[config.mk]
export PLATFORM = sky130hd
export DESIGN_NAME = gpu_write_queue_flat
export DESIGN_NICKNAME = d
export VERILOG_FILES = /design/src/rtl/gpu_write_queue_pkg.sv /design/src/rtl/gpu_write_queue_if.sv /design/src/rtl/gpu_write_queue_sync_fifo.sv /design/src/rtl/gpu_write_queue.sv /design/src/flat_wrapper.sv
export SDC_FILE = /design/constraint.sdc
export NUM_CORES = 1
export LEC_CHECK = 0
export ABC_CLOCK_PERIOD_IN_PS = 5000
export BUFFER_PORTS_ARGS = -buffer_cell sky130_fd_sc_hd__buf_2
export CAP_MARGIN = 30
export CORE_MARGIN = 2
export CORE_UTILIZATION = 53
export CTS_CLUSTER_SIZE = 12
export DETAILED_ROUTE_END_ITERATION = 6
export PLACE_DENSITY = 0.83
export SYNTH_ARGS = -nofsm -noshare
export SYNTH_HDL_FRONTEND = slang
export SYNTH_SLANG_ARGS = --single-unit
[constraint.sdc]
create_clock -name clk -period 5 [get_ports clk]
set_input_delay 0.5 -clock clk [delete_from_list [all_inputs] [get_ports clk]]
set_output_delay 0.5 -clock clk [all_outputs]
set_load 0.05 [all_outputs]
[src/rtl/gpu_write_queue_pkg.sv]
// Shared types for the GPU write queue: drain-FSM states, register indices, queued entry.
package gpu_pkg;

    typedef enum logic [1:0] {
        ST_IDLE    = 2'd0,
        ST_MEM_REQ = 2'd1,
        ST_REG_WR  = 2'd2
    } drain_state_e;

    localparam logic [1:0] REG_CTRL     = 2'd0;
    localparam logic [1:0] REG_SCROLL_X = 2'd1;
    localparam logic [1:0] REG_SCROLL_Y = 2'd2;

    localparam int GPU_ADDR_W = 24;
    localparam int GPU_DATA_W = 32;

    typedef struct packed {
        logic [GPU_ADDR_W-1:0] addr;
        logic [GPU_DATA_W-1:0] data;
    } wq_entry_t;

endpackage

[src/rtl/gpu_write_queue_if.sv]
// Bus bundle for gpu_write_queue: upstream write strobe, VRAM request/grant, register and status outputs.
interface gpu_write_queue_if #(
    parameter int ADDR_WIDTH     = 24,
    parameter int DATA_WIDTH     = 32,
    parameter int DEPTH          = 8,
    parameter int MEM_ADDR_WIDTH = 16
);
    localparam int LEVEL_WIDTH = $clog2(DEPTH) + 1;

    logic [ADDR_WIDTH-1:0]     waddr;
    logic [DATA_WIDTH-1:0]     wdata;
    logic                      wen;
    logic                      mem_req;
    logic [MEM_ADDR_WIDTH-1:0] mem_addr;
    logic [DATA_WIDTH-1:0]     mem_wdata;
    logic                      mem_gnt;
    logic                      ctrl_enable;
    logic [15:0]               scroll_x;
    logic [15:0]               scroll_y;
    logic [LEVEL_WIDTH-1:0]    level;
    logic                      full;
    logic                      empty;
    logic                      ovf;
    logic                      ovf_clr;
    logic [15:0]               ovf_count;

    modport master (
        output waddr, wdata, wen, mem_gnt, ovf_clr,
        input  mem_req, mem_addr, mem_wdata, ctrl_enable, scroll_x, scroll_y,
        input  level, full, empty, ovf, ovf_count
    );

    modport slave (
        input  waddr, wdata, wen, mem_gnt, ovf_clr,
        output mem_req, mem_addr, mem_wdata, ctrl_enable, scroll_x, scroll_y,
        output level, full, empty, ovf, ovf_count
    );

endinterface

[src/rtl/gpu_write_queue_sync_fifo.sv]
// Synchronous FIFO, pointers wrap modulo DEPTH (power of two); dout shows the head combinationally.
// Caller must not push when full without a same-cycle pop, nor pop when empty.
module gpu_sync_fifo #(
    parameter int WIDTH = 56,
    parameter int DEPTH = 8
) (
    input  logic                     clk,
    input  logic                     rst,
    input  logic                     push,
    input  logic                     pop,
    input  logic [WIDTH-1:0]         din,
    output logic [WIDTH-1:0]         dout,
    output logic [$clog2(DEPTH):0]   level,
    output logic                     full,
    output logic                     empty
);
    localparam int PW = $clog2(DEPTH);

    logic [WIDTH-1:0] mem_q [DEPTH];
    logic [PW-1:0]    wr_ptr_q, rd_ptr_q;
    logic [PW:0]      count_q;

    always_ff @(posedge clk) begin
        if (rst) begin
            wr_ptr_q <= '0;
            rd_ptr_q <= '0;
            count_q  <= '0;
        end else begin
            if (push) wr_ptr_q <= wr_ptr_q + 1'b1;
            if (pop)  rd_ptr_q <= rd_ptr_q + 1'b1;
            if (push && !pop)      count_q <= count_q + 1'b1;
            else if (pop && !push) count_q <= count_q - 1'b1;
        end
    end

    // Storage is not reset; occupancy is tracked by the pointers alone.
    always_ff @(posedge clk) begin
        if (push) mem_q[wr_ptr_q] <= din;
    end

    assign dout  = mem_q[rd_ptr_q];
    assign level = count_q;
    assign full  = (count_q == DEPTH[PW:0]);
    assign empty = (count_q == '0);

endmodule

[src/rtl/gpu_write_queue.sv]
// Queues upstream writes and drains them in order to VRAM (addr MSB=0) or display registers (MSB=1); pop one cycle after push.
// Upstream has no backpressure: writes to a full queue are dropped and flagged; GPU_WRITE_QUEUE_OVF_CNT_EN adds a drop counter.
module gpu_write_queue
    import gpu_pkg::*;
#(
    parameter int ADDR_WIDTH     = 24,
    parameter int DATA_WIDTH     = 32,
    parameter int DEPTH          = 8,
    parameter int MEM_ADDR_WIDTH = 16
) (
    input  logic              clk,
    input  logic              rst,
    gpu_write_queue_if.slave  bus
);
    localparam int LW = $clog2(DEPTH) + 1;
    localparam int EW = ADDR_WIDTH + DATA_WIDTH;

    logic                      fifo_push, fifo_pop, fifo_full, fifo_empty, drop;
    logic [EW-1:0]             fifo_dout;
    logic [LW-1:0]             fifo_level;
    logic [ADDR_WIDTH-1:0]     head_addr;
    logic [DATA_WIDTH-1:0]     head_data;
    logic                      unused_head_bits;

    drain_state_e              state_q, state_d;
    logic [MEM_ADDR_WIDTH-1:0] word_q;
    logic [DATA_WIDTH-1:0]     data_q;
    logic                      ctrl_enable_q, ovf_q, mem_req;
    logic [15:0]               scroll_x_q, scroll_y_q;

    gpu_sync_fifo #(.WIDTH(EW), .DEPTH(DEPTH)) u_fifo (
        .clk   (clk),
        .rst   (rst),
        .push  (fifo_push),
        .pop   (fifo_pop),
        .din   ({bus.waddr, bus.wdata}),
        .dout  (fifo_dout),
        .level (fifo_level),
        .full  (fifo_full),
        .empty (fifo_empty)
    );

    assign head_addr        = fifo_dout[EW-1:DATA_WIDTH];
    assign head_data        = fifo_dout[DATA_WIDTH-1:0];
    assign unused_head_bits = ^{head_addr[ADDR_WIDTH-2:MEM_ADDR_WIDTH+2], head_addr[1:0]};

    // A pop frees a slot in the same cycle, so a write at full is still accepted then.
    assign fifo_pop  = (state_q == ST_IDLE) && !fifo_empty;
    assign fifo_push = bus.wen && (!fifo_full || fifo_pop);
    assign drop      = bus.wen && fifo_full && !fifo_pop;

    always_comb begin
        state_d = state_q;
        case (state_q)
            ST_IDLE:    if (fifo_pop) state_d = head_addr[ADDR_WIDTH-1] ? ST_REG_WR : ST_MEM_REQ;
            ST_MEM_REQ: if (bus.mem_gnt) state_d = ST_IDLE;
            ST_REG_WR:  state_d = ST_IDLE;
            default:    state_d = ST_IDLE;
        endcase
    end

    always_ff @(posedge clk) begin
        if (rst) begin
            state_q       <= ST_IDLE;
            word_q        <= '0;
            data_q        <= '0;
            ctrl_enable_q <= 1'b0;
            scroll_x_q    <= '0;
            scroll_y_q    <= '0;
            ovf_q         <= 1'b0;
        end else begin
            state_q <= state_d;
            if (fifo_pop) begin
                word_q <= head_addr[MEM_ADDR_WIDTH+1:2];
                data_q <= head_data;
            end
            // word_q[1:0] is byte-address bits [3:2], the register index.
            if (state_q == ST_REG_WR) begin
                case (word_q[1:0])
                    REG_CTRL:     ctrl_enable_q <= data_q[0];
                    REG_SCROLL_X: scroll_x_q    <= data_q[15:0];
                    REG_SCROLL_Y: scroll_y_q    <= data_q[15:0];
                    default:      ;
                endcase
            end
            if (drop)             ovf_q <= 1'b1;
            else if (bus.ovf_clr) ovf_q <= 1'b0;
        end
    end

`ifdef GPU_WRITE_QUEUE_OVF_CNT_EN
    logic [15:0] ovf_count_q;

    always_ff @(posedge clk) begin
        if (rst)                                 ovf_count_q <= '0;
        else if (bus.ovf_clr)                    ovf_count_q <= {15'd0, drop};
        else if (drop && ovf_count_q != 16'hFFFF) ovf_count_q <= ovf_count_q + 16'd1;
    end

    assign bus.ovf_count = ovf_count_q;
`else
    assign bus.ovf_count = 16'd0;
`endif

    assign mem_req         = (state_q == ST_MEM_REQ);
    assign bus.mem_req     = mem_req;
    assign bus.mem_addr    = mem_req ? word_q : '0;
    assign bus.mem_wdata   = mem_req ? data_q : '0;
    assign bus.ctrl_enable = ctrl_enable_q;
    assign bus.scroll_x    = scroll_x_q;
    assign bus.scroll_y    = scroll_y_q;
    assign bus.ovf         = ovf_q;
    assign bus.level       = fifo_level;
    assign bus.full        = fifo_full;
    assign bus.empty       = fifo_empty;

endmodule
[src/flat_wrapper.sv]
// flat-port wrapper written by rule: the top's interface ports become plain ports
module gpu_write_queue_flat import gpu_pkg::*;
#(
    parameter int ADDR_WIDTH     = 24,
    parameter int DATA_WIDTH     = 32,
    parameter int DEPTH          = 8,
    parameter int MEM_ADDR_WIDTH = 16
)
  (clk, rst, bus_waddr, bus_wdata, bus_wen, bus_mem_gnt, bus_ovf_clr, bus_mem_req, bus_mem_addr, bus_mem_wdata, bus_ctrl_enable, bus_scroll_x, bus_scroll_y, bus_level, bus_full, bus_empty, bus_ovf, bus_ovf_count);
  gpu_write_queue_if #(.ADDR_WIDTH(ADDR_WIDTH), .DATA_WIDTH(DATA_WIDTH), .DEPTH(DEPTH), .MEM_ADDR_WIDTH(MEM_ADDR_WIDTH)) bus_i ();
  input  logic clk;
  input  logic rst;
  input wire logic [$bits(bus_i.waddr)-1:0] bus_waddr;
  input wire logic [$bits(bus_i.wdata)-1:0] bus_wdata;
  input wire logic [$bits(bus_i.wen)-1:0] bus_wen;
  input wire logic [$bits(bus_i.mem_gnt)-1:0] bus_mem_gnt;
  input wire logic [$bits(bus_i.ovf_clr)-1:0] bus_ovf_clr;
  output wire logic [$bits(bus_i.mem_req)-1:0] bus_mem_req;
  output wire logic [$bits(bus_i.mem_addr)-1:0] bus_mem_addr;
  output wire logic [$bits(bus_i.mem_wdata)-1:0] bus_mem_wdata;
  output wire logic [$bits(bus_i.ctrl_enable)-1:0] bus_ctrl_enable;
  output wire logic [$bits(bus_i.scroll_x)-1:0] bus_scroll_x;
  output wire logic [$bits(bus_i.scroll_y)-1:0] bus_scroll_y;
  output wire logic [$bits(bus_i.level)-1:0] bus_level;
  output wire logic [$bits(bus_i.full)-1:0] bus_full;
  output wire logic [$bits(bus_i.empty)-1:0] bus_empty;
  output wire logic [$bits(bus_i.ovf)-1:0] bus_ovf;
  output wire logic [$bits(bus_i.ovf_count)-1:0] bus_ovf_count;
  assign bus_i.waddr = bus_waddr;
  assign bus_i.wdata = bus_wdata;
  assign bus_i.wen = bus_wen;
  assign bus_i.mem_gnt = bus_mem_gnt;
  assign bus_i.ovf_clr = bus_ovf_clr;
  assign bus_mem_req = bus_i.mem_req;
  assign bus_mem_addr = bus_i.mem_addr;
  assign bus_mem_wdata = bus_i.mem_wdata;
  assign bus_ctrl_enable = bus_i.ctrl_enable;
  assign bus_scroll_x = bus_i.scroll_x;
  assign bus_scroll_y = bus_i.scroll_y;
  assign bus_level = bus_i.level;
  assign bus_full = bus_i.full;
  assign bus_empty = bus_i.empty;
  assign bus_ovf = bus_i.ovf;
  assign bus_ovf_count = bus_i.ovf_count;
  gpu_write_queue #(.ADDR_WIDTH(ADDR_WIDTH), .DATA_WIDTH(DATA_WIDTH), .DEPTH(DEPTH), .MEM_ADDR_WIDTH(MEM_ADDR_WIDTH)) u_core (.clk(clk), .rst(rst), .bus(bus_i));
endmodule
==> flow_metrics.tcl <==
set metrics [dict create \
    die_h_um 190 \
    num_vias 9788 \
    critPathKind "flop to flop" \
    first_iter_violations 821 \
    track_usage_pct 21.8 \
    via_per_inst 5.83 \
    htree_levels 2 \
    min_from "bus_wdata[29]" \
    port_buffers 142 \
    max_freq_mhz 309 \
    yosysSeqAreaShare_pct 74.5 \
    grt_pass1_wl_um 59100 \
    ys_ff_latch 489 \
    die_area_um2 36200 \
    p_per_area_nw_per_um2 520 \
    worstPathArrival_ns 3.67 \
    rows 68 \
    worstPathCellList "or4_4 -> inv_1 -> nor3_4 -> buf_4 -> inv_1 -> ha_1 -> inv_1 -> ha_1 -> a21oi_1 -> a211oi_1 -> a31oi_1 -> mux2_2" \
    holdWs_ns 0.209 \
    drive_gt1_share_pct 29.1 \
    slew_viol_final 0 \
    min_path_type "primary input to flop" \
    syn_area_um2 18400 \
    grt_antenna_before_repair 10 \
    cts.path.max_buffers 3 \
    stdcell_count 1679 \
    routed_wl_um 39400 \
    skew_ns 0.0135 \
    post-route-min-period_ns 3.24 \
    synth_area_leaders "edfxtp_1 64%, mux4_2 12%, dfxtp_1 11%, and2_1 1.6%, o22ai_1 1.6%" \
    period_share_pct 64.7 \
    ys_warn_count 0 \
    r2r-start "u_core.u_fifo.level[1]" \
    cts_sinks 489 \
    core_um2 34400 \
    synth_area_leader_cell "edfxtp_1" \
    rsz0062_at_grt "no" \
    status "finished, final reports clean" \
    drv_cap 0 \
    clkSlewWorstSetupHoldPaths_ns 0.06 \
    slowest_delay_ns 0.60 \
    die_w_um 190 \
    final_antenna_net_count 0 \
    power_mw 11.0 \
    mostFrequentLayoutCell "edfxtp_1" \
    dp.cells 1588 \
    gp_congestion 0.777 \
    grt_max_degree 75 \
    ir_worst_vdd_mv 0.470 \
    route.detailed.drc 0 \
    ios 166 \
    wl_per_cell_um 23.5 \
    end_kind "flop" \
    final_cell_mix "392 x edfxtp_1, 141 x buf_2, 98 x mux4_2, 95 x dfxtp_1, 68 x nand2_1" \
    tightest_slew_ns 1.03 \
    critPathLaunchType "flop" \
    cts_buffers 48 \
    crit_required_ns 5.44 \
    synth.avg_cell_area_um2 17.8 \
    clock-root-buffer "clkbuf_16" \
    hold_violations 0 \
    setup_violations 0 \
    drtPass1Iterations 7 \
    relSlewSlack_pct 31.2 \
    slowest_stage "buf_4" \
    initial_core_util_pct 53.5 \
    cp_common_cell "inv_1" \
    insertion_delay_ns 0.55 \
    crit_fanout 52 \
    synthDistinctLibCells 36 \
    yosysTopAreaCellShare_pct 64.0 \
    postCtsSetupRepairBufs 0 \
    cts_tree "built" \
    fin_tns_setup_ns 0 \
    post_cts_resized 0 \
    nNetsFinal 1250 \
    crit_start "u_core.u_fifo.level[1]" \
    dp_hpwl_um 21100 \
    area_delta_synth_final_pct 14.6 \
    syn_inst 1033 \
    first_global_vias 10100 \
    holdBufCountCts 0 \
    p_leak_nw 7.13 \
    grt.overflow.total 0 \
]
-- worst paths after layout --
check | end | slack, ns | depth (start not counted)
worst max-delay path | u_core.u_fifo.level[3] | 1.76 | 12
worst min-delay path | u_core.u_fifo.mem_q[4][29] | 0.21 | 1
worst max register to register | u_core.u_fifo.level[3] | 1.76 | 12
worst min register to register | u_core.bus.scroll_x[6] | 0.45 | 2
-- per-stage QoR --
stage          setup slack [ns]  instance area (um2)  util (%)
2_1_floorplan              1.15                18500         -
3_3_place_gp               1.83                19500      56.8
3_5_place_dp               1.75                19600      57.0
4_1_cts                    1.76                21100      61.3
5_1_grt                    1.46                21100      61.3
6_report                   1.76                21100      61.3
-- registers in the layout, indices dropped and copies added (netlist names), named ones only --
register,flops
u_core.u_fifo.mem_q,392
u_core.u_fifo.wr_ptr_q,3
u_core.bus.ovf,1
u_core.u_fifo.level,4
u_core.data_q,32
u_core.u_fifo.rd_ptr_q,3
u_core.bus.scroll_x,16
u_core.bus.ctrl_enable,1
u_core.word_q,16
u_core.bus.scroll_y,16
u_core.state_q,2
-- power breakdown --
group	total, mW	internal [mW]	switching, mW
logic	2.61	0.956	1.66
clock network	3.41	1.98	1.43
registers	4.95	4.71	0.247
total	11.0	7.64	3.33
-- metal layers --
layer | wire length [um] | share of wire (%) | global-route usage [%] | up-vias
met3 | 3160 | 8.0 | 4.91 | 75
met2 | 19900 | 50 | 36.9 | 448
met4 | 903 | 2.3 | 6.92 | 10
li1 | - | - | - | 4269
met1 | 15400 | 39 | 28.2 | 4986
met5 | 61 | 0.15 | 0 | -
-- synthesized netlist by cell type --
cell	instances
nor2b_1	4
buf_6	6
and2_1	48
xnor2_1	2
nand3_2	2
inv_1	5
conb_1	1
a31oi_1	1
nor3_2	20
or4_4	1
buf_2	13
nor3_1	33
a211oi_1	1
o21a_1	1
buf_4	21
edfxtp_1	392
o22ai_1	48
ha_1	5
nand3_1	2
mux2_2	1
or3b_1	1
o211ai_1	1
nor2_1	70
nand2b_1	5
a21oi_1	38
or4b_1	1
clkbuf_1	35
or3b_2	1
mux2i_1	4
nand2_1	68
mux4_2	98
buf_1	1
nor3b_2	2
xor2_1	3
fa_1	1
dfxtp_1	97
-- logic make-up (layout without fill, tap and decap cells) --
kind of cell / count (synthesis) / after routing / synth area share, %
flip-flops: 489 / 489 / 74.5
AND/OR/NAND/NOR: 258 / 258 / 7.25
multiplexers: 103 / 103 / 12.3
AO/OA/AOI/OAI: 90 / 90 / 2.82
buffers and inverters: 81 / 253 / 2.41
adder cells (fa/ha/maj): 6 / 6 / 0.449
XOR/XNOR: 5 / 5 / 0.238
other: 1 / 20 / 0.0204
-- cell type report --
type | count | area (um2)
sequential | 489 | 13700
multi-input combinational | 478 | 4380
clock inverter | 5 | 86.3
inverter | 5 | 18.8
timing repair buffer | 161 | 921
tap | 455 | 569
fill | 2352 | 13300
clock buffer | 82 | 1380
antenna | 4 | 10.0
-- critical path, delay by kind of cell, from the launching register on --
kind | cells | cell delay (ns)
buffers and inverters | 4 | 0.99
adders and majority gates | 2 | 0.53
AOI/OAI and AO/OA | 3 | 0.47
DFF | 1 | 0.46
muxes | 1 | 0.35
and+or+nand+nor | 2 | 0.32
(Power assumes the default switching activity.)
